[src/rtl/alu_request_arbiter_pkg.sv]
// Shared constants for the ALU request arbiter: FSM encoding, response timeout
// limit and default datapath widths.
package alu_arb_pkg;

  typedef logic [1:0] arb_state_t;

  localparam arb_state_t ST_IDLE = 2'd0;
  localparam arb_state_t ST_EXEC = 2'd1;
  localparam arb_state_t ST_RESP = 2'd2;

  localparam logic [7:0] TIMEOUT_LIMIT = 8'd255;

  localparam int DEF_DATA_W = 8;
  localparam int DEF_SEL_W  = 3;
  localparam int LAT_CNT_W  = 4;

endpackage

[src/rtl/alu_request_arbiter_if.sv]
// Requester-side request/response bundle of the ALU arbiter. Slices of the
// packed operand buses belong to requester i.
interface alu_request_arbiter_if
  import alu_arb_pkg::*;
#(
  parameter int NUM_REQ = 4,
  parameter int DATA_W  = DEF_DATA_W,
  parameter int SEL_W   = DEF_SEL_W
);

  logic [NUM_REQ-1:0]        req_valid;
  logic [NUM_REQ-1:0]        req_ready;
  logic [NUM_REQ*DATA_W-1:0] req_a;
  logic [NUM_REQ*DATA_W-1:0] req_b;
  logic [NUM_REQ*SEL_W-1:0]  req_sel;
  logic [NUM_REQ-1:0]        rsp_valid;
  logic [NUM_REQ-1:0]        rsp_ready;
  logic [DATA_W-1:0]         rsp_data;
  logic                      rsp_flag;

  modport master (
    output req_valid, req_a, req_b, req_sel, rsp_ready,
    input  req_ready, rsp_valid, rsp_data, rsp_flag
  );

  modport slave (
    input  req_valid, req_a, req_b, req_sel, rsp_ready,
    output req_ready, rsp_valid, rsp_data, rsp_flag
  );

endinterface

[src/rtl/alu_request_arbiter_rr_picker.sv]
// Combinational round-robin picker: one-hot grant to the first set request at
// or above ptr, wrapping modulo NUM_REQ.
module rr_picker #(
  parameter int NUM_REQ = 4,
  localparam int PTR_W  = $clog2(NUM_REQ)
) (
  input  logic [NUM_REQ-1:0] req,
  input  logic [PTR_W-1:0]   ptr,
  output logic [NUM_REQ-1:0] grant,
  output logic               any
);

  localparam int SUM_W = PTR_W + 1;

  logic [SUM_W-1:0] pos;
  logic [PTR_W-1:0] idx;
  logic             found;

  // ptr is always below NUM_REQ, so a single conditional subtract wraps it
  always_comb begin
    grant = '0;
    found = 1'b0;
    pos   = '0;
    idx   = '0;
    for (int k = 0; k < NUM_REQ; k++) begin
      pos = {1'b0, ptr} + SUM_W'(k);
      if (pos >= SUM_W'(NUM_REQ)) begin
        pos = pos - SUM_W'(NUM_REQ);
      end
      idx = pos[PTR_W-1:0];
      if (!found && req[idx]) begin
        grant[idx] = 1'b1;
        found      = 1'b1;
      end
    end
  end

  assign any = |req;

endmodule

[src/rtl/alu_request_arbiter.sv]
// Round-robin arbiter sharing one PrimitiveALU between NUM_REQ requesters.
// Optional response timeout with timeout_err pulse: define ARB_RSP_TIMEOUT_EN.
module alu_request_arbiter
  import alu_arb_pkg::*;
#(
  parameter int NUM_REQ = 4,
  parameter int DATA_W  = DEF_DATA_W,
  parameter int SEL_W   = DEF_SEL_W,
  parameter int ALU_LAT = 1
) (
  input  logic                 clk,
  input  logic                 rst_n,
  alu_request_arbiter_if.slave bus,
  output logic                 alu_load,
  output logic [DATA_W-1:0]    alu_in_a,
  output logic [DATA_W-1:0]    alu_in_b,
  output logic [SEL_W-1:0]     alu_select,
  input  logic [DATA_W-1:0]    alu_out,
  input  logic                 alu_flag,
  output logic                 busy
`ifdef ARB_RSP_TIMEOUT_EN
  ,
  output logic                 timeout_err
`endif
);

  localparam int PTR_W = $clog2(NUM_REQ);
  localparam logic [LAT_CNT_W-1:0] LAT_CNT = LAT_CNT_W'(ALU_LAT);

  arb_state_t           state_q, state_d;
  logic [PTR_W-1:0]     ptr_q, ptr_d, ptr_next;
  logic [NUM_REQ-1:0]   grant_q, grant_d;
  logic [NUM_REQ-1:0]   req_ready_q, req_ready_d;
  logic [NUM_REQ-1:0]   rsp_valid_q, rsp_valid_d;
  logic [DATA_W-1:0]    rsp_data_q, rsp_data_d;
  logic                 rsp_flag_q, rsp_flag_d;
  logic                 alu_load_q, alu_load_d;
  logic [DATA_W-1:0]    a_q, a_d, b_q, b_d;
  logic [SEL_W-1:0]     sel_q, sel_d;
  logic [LAT_CNT_W-1:0] lat_cnt_q, lat_cnt_d;
  logic [NUM_REQ-1:0]   pick_grant;
  logic                 pick_any;
  logic [DATA_W-1:0]    pick_a, pick_b;
  logic [SEL_W-1:0]     pick_sel;
  logic                 rsp_hs;
`ifdef ARB_RSP_TIMEOUT_EN
  logic [7:0]           to_cnt_q, to_cnt_d;
  logic                 timeout_err_q, timeout_err_d;
`endif

  rr_picker #(.NUM_REQ(NUM_REQ)) u_picker (
    .req   (bus.req_valid),
    .ptr   (ptr_q),
    .grant (pick_grant),
    .any   (pick_any)
  );

  always_comb begin
    pick_a   = '0;
    pick_b   = '0;
    pick_sel = '0;
    for (int i = 0; i < NUM_REQ; i++) begin
      if (pick_grant[i]) begin
        pick_a   = bus.req_a[i*DATA_W +: DATA_W];
        pick_b   = bus.req_b[i*DATA_W +: DATA_W];
        pick_sel = bus.req_sel[i*SEL_W +: SEL_W];
      end
    end
  end

  // The requester just served drops to lowest priority next round
  always_comb begin
    ptr_next = '0;
    for (int i = 0; i < NUM_REQ; i++) begin
      if (grant_q[i]) begin
        ptr_next = (i == NUM_REQ - 1) ? '0 : PTR_W'(i + 1);
      end
    end
  end

  assign rsp_hs = |(rsp_valid_q & bus.rsp_ready);

  always_comb begin
    state_d     = state_q;
    ptr_d       = ptr_q;
    grant_d     = grant_q;
    req_ready_d = '0;
    rsp_valid_d = rsp_valid_q;
    rsp_data_d  = rsp_data_q;
    rsp_flag_d  = rsp_flag_q;
    alu_load_d  = alu_load_q;
    a_d         = a_q;
    b_d         = b_q;
    sel_d       = sel_q;
    lat_cnt_d   = lat_cnt_q;
`ifdef ARB_RSP_TIMEOUT_EN
    to_cnt_d      = to_cnt_q;
    timeout_err_d = 1'b0;
`endif
    case (state_q)
      ST_IDLE: begin
        if (pick_any) begin
          grant_d     = pick_grant;
          req_ready_d = pick_grant;
          a_d         = pick_a;
          b_d         = pick_b;
          sel_d       = pick_sel;
          alu_load_d  = 1'b1;
          lat_cnt_d   = '0;
          state_d     = ST_EXEC;
        end
      end
      // load is held ALU_LAT cycles; one more cycle lets the ALU output settle
      ST_EXEC: begin
        if (lat_cnt_q == LAT_CNT) begin
          rsp_data_d  = alu_out;
          rsp_flag_d  = alu_flag;
          rsp_valid_d = grant_q;
          alu_load_d  = 1'b0;
          lat_cnt_d   = '0;
          state_d     = ST_RESP;
`ifdef ARB_RSP_TIMEOUT_EN
          to_cnt_d    = '0;
`endif
        end else begin
          lat_cnt_d  = lat_cnt_q + 1'b1;
          alu_load_d = (lat_cnt_q + 1'b1) < LAT_CNT;
        end
      end
      ST_RESP: begin
        if (rsp_hs) begin
          rsp_valid_d = '0;
          alu_load_d  = 1'b0;
          ptr_d       = ptr_next;
          state_d     = ST_IDLE;
        end
`ifdef ARB_RSP_TIMEOUT_EN
        else if (to_cnt_q == TIMEOUT_LIMIT - 8'd1) begin
          rsp_valid_d   = '0;
          alu_load_d    = 1'b0;
          ptr_d         = ptr_next;
          state_d       = ST_IDLE;
          timeout_err_d = 1'b1;
        end else begin
          to_cnt_d = to_cnt_q + 8'd1;
        end
`endif
      end
      default: state_d = ST_IDLE;
    endcase
  end

  always_ff @(posedge clk or negedge rst_n) begin
    if (!rst_n) begin
      state_q     <= ST_IDLE;
      ptr_q       <= '0;
      grant_q     <= '0;
      req_ready_q <= '0;
      rsp_valid_q <= '0;
      rsp_data_q  <= '0;
      rsp_flag_q  <= 1'b0;
      alu_load_q  <= 1'b0;
      a_q         <= '0;
      b_q         <= '0;
      sel_q       <= '0;
      lat_cnt_q   <= '0;
`ifdef ARB_RSP_TIMEOUT_EN
      to_cnt_q      <= '0;
      timeout_err_q <= 1'b0;
`endif
    end else begin
      state_q     <= state_d;
      ptr_q       <= ptr_d;
      grant_q     <= grant_d;
      req_ready_q <= req_ready_d;
      rsp_valid_q <= rsp_valid_d;
      rsp_data_q  <= rsp_data_d;
      rsp_flag_q  <= rsp_flag_d;
      alu_load_q  <= alu_load_d;
      a_q         <= a_d;
      b_q         <= b_d;
      sel_q       <= sel_d;
      lat_cnt_q   <= lat_cnt_d;
`ifdef ARB_RSP_TIMEOUT_EN
      to_cnt_q      <= to_cnt_d;
      timeout_err_q <= timeout_err_d;
`endif
    end
  end

  assign bus.req_ready = req_ready_q;
  assign bus.rsp_valid = rsp_valid_q;
  assign bus.rsp_data  = rsp_data_q;
  assign bus.rsp_flag  = rsp_flag_q;
  assign alu_load      = alu_load_q;
  assign alu_in_a      = a_q;
  assign alu_in_b      = b_q;
  assign alu_select    = sel_q;
  assign busy          = (state_q != ST_IDLE);
`ifdef ARB_RSP_TIMEOUT_EN
  assign timeout_err   = timeout_err_q;
`endif

endmodule

[src/flat_wrapper.sv]
// flat-port wrapper written by rule: the top's interface ports become plain ports
module alu_request_arbiter_flat import alu_arb_pkg::*;
#(
  parameter int NUM_REQ = 4,
  parameter int DATA_W  = DEF_DATA_W,
  parameter int SEL_W   = DEF_SEL_W,
  parameter int ALU_LAT = 1
)
  (clk, rst_n, alu_load, alu_in_a, alu_in_b, alu_select, alu_out, alu_flag, busy, bus_req_valid, bus_req_a, bus_req_b, bus_req_sel, bus_rsp_ready, bus_req_ready, bus_rsp_valid, bus_rsp_data, bus_rsp_flag);
  alu_request_arbiter_if #(.NUM_REQ(NUM_REQ), .DATA_W(DATA_W), .SEL_W(SEL_W)) bus_i ();
  input  logic clk;
  input  logic rst_n;
  output logic alu_load;
  output logic [DATA_W-1:0] alu_in_a;
  output logic [DATA_W-1:0] alu_in_b;
  output logic [SEL_W-1:0] alu_select;
  input  logic [DATA_W-1:0] alu_out;
  input  logic alu_flag;
  output logic busy;
  input wire logic [$bits(bus_i.req_valid)-1:0] bus_req_valid;
  input wire logic [$bits(bus_i.req_a)-1:0] bus_req_a;
  input wire logic [$bits(bus_i.req_b)-1:0] bus_req_b;
  input wire logic [$bits(bus_i.req_sel)-1:0] bus_req_sel;
  input wire logic [$bits(bus_i.rsp_ready)-1:0] bus_rsp_ready;
  output wire logic [$bits(bus_i.req_ready)-1:0] bus_req_ready;
  output wire logic [$bits(bus_i.rsp_valid)-1:0] bus_rsp_valid;
  output wire logic [$bits(bus_i.rsp_data)-1:0] bus_rsp_data;
  output wire logic [$bits(bus_i.rsp_flag)-1:0] bus_rsp_flag;
  assign bus_i.req_valid = bus_req_valid;
  assign bus_i.req_a = bus_req_a;
  assign bus_i.req_b = bus_req_b;
  assign bus_i.req_sel = bus_req_sel;
  assign bus_i.rsp_ready = bus_rsp_ready;
  assign bus_req_ready = bus_i.req_ready;
  assign bus_rsp_valid = bus_i.rsp_valid;
  assign bus_rsp_data = bus_i.rsp_data;
  assign bus_rsp_flag = bus_i.rsp_flag;
  alu_request_arbiter #(.NUM_REQ(NUM_REQ), .DATA_W(DATA_W), .SEL_W(SEL_W), .ALU_LAT(ALU_LAT)) u_core (.clk(clk), .rst_n(rst_n), .bus(bus_i), .alu_load(alu_load), .alu_in_a(alu_in_a), .alu_in_b(alu_in_b), .alu_select(alu_select), .alu_out(alu_out), .alu_flag(alu_flag), .busy(busy));
endmodule
[config.mk]
export PLATFORM = sky130hd
export DESIGN_NAME = alu_request_arbiter_flat
export DESIGN_NICKNAME = d
export VERILOG_FILES = /design/src/rtl/alu_request_arbiter_pkg.sv /design/src/rtl/alu_request_arbiter_if.sv /design/src/rtl/alu_request_arbiter_rr_picker.sv /design/src/rtl/alu_request_arbiter.sv /design/src/flat_wrapper.sv
export SDC_FILE = /design/constraint.sdc
export NUM_CORES = 1
export LEC_CHECK = 0
export ABC_AREA = 0
export CAP_MARGIN = 20
export CORE_MARGIN = 4
export CORE_UTILIZATION = 43
export DETAILED_ROUTE_END_ITERATION = 6
export PLACE_DENSITY_LB_ADDON = 0.1
export SYNTH_ARGS = -nofsm -noshare
export SYNTH_HDL_FRONTEND = slang
export SYNTH_SLANG_ARGS = --single-unit
[constraint.sdc]
create_clock -name clk -period 4.4 [get_ports clk]
set_clock_uncertainty 0.15 [all_clocks]
set_input_delay 0.88 -clock clk [delete_from_list [all_inputs] [get_ports clk]]
set_output_delay 0.88 -clock clk [all_outputs]
set_load 0.05 [all_outputs]
Word-level counts from Yosys, hierarchy flattened
Cells that the tools add are included.
{"block": "word_totals", "ff_bits": 49, "input_bits": 95, "output_inout_bits": 38, "wordCells": 126}
{"block": "op_classes", "n_addsub": 8, "order_cmp": 13, "n_eq_ne": 6, "mux": 59, "n_bitwise": 4, "reduce_logical": 24}
{"op": "two-way mux 8 bit", "n": 8}
{"op": "two-way mux 4 bit", "n": 10}
{"op": "two-way mux 2 bit", "n": 10}
{"op": "one-hot mux 4 bit (2 select lines)", "n": 2}
{"op": "two-way mux 1 bit", "n": 15}
{"op": "less-than comparator 2 x 3 -> 1 bit (second input constant)", "n": 4}
{"op": "two-way mux 3 bit", "n": 4}
{"op": "bitwise OR 4 bit", "n": 3}
{"op": ">= comparator 3 bit (second input constant)", "n": 3}
{"op": "AND reduction 3 bit", "n": 3}
{"op": "binary-select mux 1 bit (select 2 bit)", "n": 4}
{"op": "demux 1 bit (select 2 bit)", "n": 4}
{"op": ">= comparator 2 x 1 -> 1 bit (second input constant)", "n": 4}
{"op": "AND reduction 2 bit", "n": 4}
{"op": "OR reduction 4 bit", "n": 2}
{"op": "subtractor 2 x 1 -> 2 bit (second input constant)", "n": 4}
{"op": "logical AND 1 bit", "n": 7}
{"op": "adder 2 x 2 -> 3 bit (second input constant)", "n": 2}
{"op": "!= test 2 x 1 -> 1 bit (second input constant)", "n": 3}
{"op": "one-hot mux 2 bit (3 select lines)", "n": 1}
{"op": "nonzero test 2 bit", "n": 3}
{"op": "adder 4 x 1 -> 4 bit (second input constant)", "n": 1}
{"op": "bitwise AND 4 bit", "n": 1}
{"op": "== test 4 x 1 -> 1 bit (second input constant)", "n": 1}
{"op": "other kinds (9)", "n": 11}

Depth between registers and ports, before layout
{"block": "logic_depth", "ltp_word": 18, "ltp_mapped": 11, "depth_no_buf": 8}

Hierarchy
From an unflattened synthesis, not the netlist that was laid out.
{"block": "hier_totals", "cells_unflattened": 302, "hier_area_um2": 2949.1}
{"module": "alu_request_arbiter", "instances": 1, "cells_each": 271, "area_per_inst_um2": 2638.8, "seq_area_each_um2": 1226.2}
{"module": "rr_picker", "instances": 1, "cells_each": 31, "area_per_inst_um2": 310.3, "seq_area_each_um2": 0.0}

Least setup slack after synthesis
OpenSTA, ideal clock, no wires.
{"block": "synth_timing", "kind": "flip-flop to flip-flop", "from": "register u_core.ptr_q[0]", "to": "register u_core.a_q[0] (netlist: u_core.alu_in_a[0])", "setup_time_ns": 0.131, "arrival_ns": 2.749, "required_time_ns": 4.119, "path_slack_ns": 1.370, "stages_incl_launch_ff": 10, "n_path_buf": 2, "synth_period_minus_slack_ns": 3.030, "cell_sequence": "dfrtp_1 > buf_2 > inv_1 > ha_1 > mux4_2 > or4b_1 > and3_4 > buf_6 > a311oi_1 > o211ai_1"}
{"block": "synth_between", "elab_chain_cells": 18, "word_cells_on_any_way": 63, "classes_between": "7 x add/sub; 12 x order compare; 31 x mux; 3 x bitwise; 10 x reduce/logical"}
{"element": "from (decl)", "line_no": "alu_request_arbiter.sv:31", "text": "logic [PTR_W-1:0] ptr_q, ptr_d, ptr_next;"}
{"element": "from (signal assigned)", "line_no": "alu_request_arbiter.sv:173", "text": "ptr_q <= ptr_d;"}
{"element": "parallel branches: the longest is 13 deep, another holds adder 2 x 1 -> 3 bit"}
{"element": "two-way mux 4 bit (*)", "line_no": "alu_request_arbiter_rr_picker.sv:31", "text": "if (!found && req[idx]) begin"}
{"element": "two-way mux 8 bit (3 in a row)", "line_no": "alu_request_arbiter.sv:63", "text": "if (pick_grant[i]) begin"}
{"element": "two-way mux 8 bit (*)", "line_no": "alu_request_arbiter.sv:63"}
{"element": "to (signal assigned)", "line_no": "alu_request_arbiter.sv:163", "text": "a_q <= '0;"}
{"element": "to (signal assigned)", "line_no": "alu_request_arbiter.sv:180", "text": "a_q <= a_d;"}
{"element": "to (decl)", "line_no": "alu_request_arbiter.sv:38", "text": "logic [DATA_W-1:0] a_q, a_d, b_q, b_d;"}
Mark *: on every way between the ends. The select of a mux whose other input is x is not followed.
A chain may end at the register's enable or synchronous reset.

Worst setup path in the final report
{"block": "layout_timing", "from": "register u_core.ptr_q[0]", "to": "register u_core.a_q[3] (netlist: u_core.alu_in_a[3])"}
Same word-level chain as after synthesis.

==> key figures <==
Run status
  – Status: finished, final reports clean

Setup path
  – Max incr delay on CP: approximately 0.66 ns
  – Critical Path AT: 3.47 ns
  – CP required: between 4 and 5 ns
  – Crit path cell chain: inv_1, ha_1, mux4_2, or4b_1, buf_4, and3_4, a311oi_1, o211ai_1
  – Delay-heaviest family, CP: simple AND/OR/NAND/NOR gates
  – Worst path slowest cell: dfrtp_1
  – Buf/Inv on CP: 2
  – Startpoint Class: flop
  – Max FO, Critical Path: 20
  – Crit path capture type: flop
  – Setup CP Type: flop to flop

Detailed routing
  – Via Count: roughly 3100
  – Total Wirelength: about 9600 um
  – Post-route ant nets: 0
  – Wire length per cell: around 17 um
  – DRT iter0 DRCs: ~180
  – TritonRoute pass-1 iters: 5
  – # DRC: 0
  – Via/cell ratio: between 5 and 6

Final layout
  – Syn-to-layout area delta: 48.0%
  – Most frequent cells in the layout: clkdlybuf4s50_1 (131), dfrtp_1 (49), nand2_1 (37), inv_1 (28), o21ai_0 (25)
  – Multi-input logic area: 1600 sq um
  – Finished Core Util: about two thirds
  – Diode count: 0
  – Filler cells: 597
  – Fraction of layout cells with a size suffix above 1: between 8 and 9%
  – Fin nets: 562
  – Seq. cell area: between 1000 and 1500 sq um
  – Commonest non-fill, non-tap cell in the layout: clkdlybuf4s50_1

Run
  – Max Cap Viol: 0

Pwr
  – Sw Share: around half
  – Combinational power share: a little over two thirds
  – Sw Pwr: approximately 1.8 mW
  – Pwr/cell area: between 700 and 800 nW/um^2
  – Total power: between 3 and 4 mW
  – Worst VDD drop: 0.457 mV
  – Clk pwr share: slightly above 7%
  – Leakage: 1.85 nW
  – Flop pwr share: approximately 23%
  – P_int: between 1.5 and 2 mW

Logic synthesis
  – Cells after Synth: 331
  – Sequential cell area fraction in the yosys report: between 40% and 50%
  – YS warnings: 0
  – FF+latch count, synth: 49
  – Synth top area cells: dfrtp_1 (40%), o211ai_1 (4.9%), nand2_1 (4.6%), ha_1 (4.5%), a311oi_1 (4.3%)
  – Synth area leader: dfrtp_1
  – Synth Area per Inst: roughly 9.2 sq um
  – Syn Std Cell Area: 3050 sq um
  – Post-synthesis async set-or-reset flop share: between 90% and 100%
  – Post-synth top flop: dfrtp_1
  – Synth top area share: roughly 40%
  – Syn_nets: approximately 440
  – EDFF count, synth: 0
  – Number of library cell types mapped by synthesis: 45

GRT
  – Largest net degree at the start of global routing: 50
  – Initial antenna violation count: 0
  – Vias in the first global route: about 3200
  – Gr ovfl total: 0
  – Total global-route track usage: approximately 22%
  – First-pass GRT wire length: between 15000 and 20000 um

Timing
  – Post-Route Setup TNS: 0 ns
  – Worst setup margin: roughly 0.95 ns
  – Relative slew margins: between 20% and 30%
  – Max Fclk: roughly 0.29 GHz
  – Final min period: 3.45 ns
  – RSZ-0062 raised after global routing: no
  – Worst-Margin Slew: 1.08 ns
  – Slew Viols, Final: 0
  – Fin crit share: between 70 and 80%
  – Hold Vio Cnt, Final: 0
  – Setup violators final: 0

Min path
  – Hold Path Class: flop to flop

CTS
  – Clk root buf: clkbuf_8
  – Worst-skew pair later-pin latency: roughly 0.30 ns
  – Htree depth: 2
  – Clk buf depth: 2
  – Clock-pin slew on the worst setup and hold paths: roughly 0.09 ns
  – CTS Hold Bufs: 0
  – CTS tree: yes
  – PostCTS Resize Cnt: 0
  – Post-CTS Setup Inserts: 0
  – Clock Sinks: 49
  – Clock buffer count from CTS: 5

Placement
  – GP Congestion: between 0.8 and 0.9
  – IO buf count: roughly 130
  – Hpwl dp: 6760 um
  – Place WS: ~0.7 ns

Floorplan
  – Initial core utilization: between 40% and 50%
  – Total Die Area: roughly 8500 sq um
  – Die height: a little over 90 um
  – Die W: 92.2 um
  – Top Ports: ~130
  – Row Count: 30
  – Core region area: between 6000 and 7000 sq um
[cells by family after synthesis]
group	count (synthesis)	share of synthesized area, %
buffers and inverters	52	8.08
AOI/OAI and AO/OA	118	28.1
DFF	49	40.2
and+or+nand+nor	89	13.9
adders and majority gates	11	4.51
xor gates and xnor gates	1	0.287
muxes	11	4.92
[flip-flops by register name (all words and copies together) (netlist names), 3 cells and up]
register              cells
u_core.lat_cnt_q          4
u_core.alu_in_b           8
u_core.grant_q            4
u_core.bus.req_ready      4
u_core.bus.rsp_valid      4
u_core.alu_select         3
u_core.bus.rsp_data       8
u_core.alu_in_a           8
[power groups by stage]
| stage | sequential, mW | combinational (mW) | clock [mW] |
|---|---|---|---|
| floorplan | 1.29 | 1.23 | 0 |
| global placement | 0.791 | 2.41 | 0 |
| detailed placement | 0.797 | 2.45 | 0 |
| CTS | 0.789 | 2.45 | 0.257 |
| global route | 0.816 | 2.64 | 0.274 |
| finish | 0.790 | 2.45 | 0.250 |
[area by class of cell]
cell class / instances / share of cell area (%)
multi-input cells: 230 / 35.4
flip-flops and latches: 49 / 27.1
well taps: 96 / 2.66
clock buffers: 5 / 1.52
inverters: 28 / 2.33
clock inverters: 1 / 0.111
repair buffers: 142 / 30.8
[stage by stage]
stage / hold WS, ns / instance area (sq um) / cells
floorplan: 0.323 / 3050 / 331
finish: 0.343 / 4520 / 551
global placement: 0.316 / 4440 / 545
global route: 0.377 / 4520 / 551
detailed placement: 0.336 / 4440 / 545
CTS: 0.356 / 4520 / 551
[worst reg2reg max path: stages, from the launching register on]
cell and delay (ns):
dfrtp_1 0.66, inv_1 0.13, ha_1 0.36, mux4_2 0.53, or4b_1 0.53, buf_4 0.23, and3_4 0.30, a311oi_1 0.31
o211ai_1 0.12
[final timing paths]
check | startpoint | to | slack, ns | cells after the start
setup reg to reg | u_core.ptr_q[0] | u_core.alu_in_a[3] | 0.95 | 8
max in group asynchronous | rst_n | u_core.alu_in_b[1] | 3.14 | 2
min in group asynchronous | rst_n | u_core.bus.rsp_valid[2] | 0.53 | 2
hold reg to reg | u_core.alu_load | u_core.alu_load | 0.34 | 2
setup / recovery | u_core.ptr_q[0] | u_core.alu_in_a[3] | 0.95 | 8
hold / removal | u_core.alu_load | u_core.alu_load | 0.34 | 2
[synthesized netlist by cell type (2+ instances only)]
library cell	count
a21boi_0	2
a21o_1	3
a21oi_1	4
a221o_1	2
a221oi_1	3
a22o_1	4
a22oi_1	3
a311oi_1	15
a311oi_2	4
a31oi_1	19
a41oi_1	2
and2_1	2
buf_2	7
buf_6	5
clkbuf_1	10
dfrtp_1	49
ha_1	11
inv_1	28
mux2_2	9
nand2_1	37
nand2b_1	4
nand3_1	22
nor2_1	11
nor2b_1	3
nor3_1	2
nor3b_1	3
o211ai_1	20
o21ai_0	25
o21ai_1	4
o31ai_1	3
[routing by layer]
layer	share of wire (%)	wire length, um	up-vias	track usage (%)
li1	-	-	1473	-
met1	43	4100	1508	28.5
met2	49	4690	138	37.7
met3	6.7	646	11	4.84
met4	1.5	148	0	6.68
met5	0	0	-	0
(Power assumes the default switching activity.)
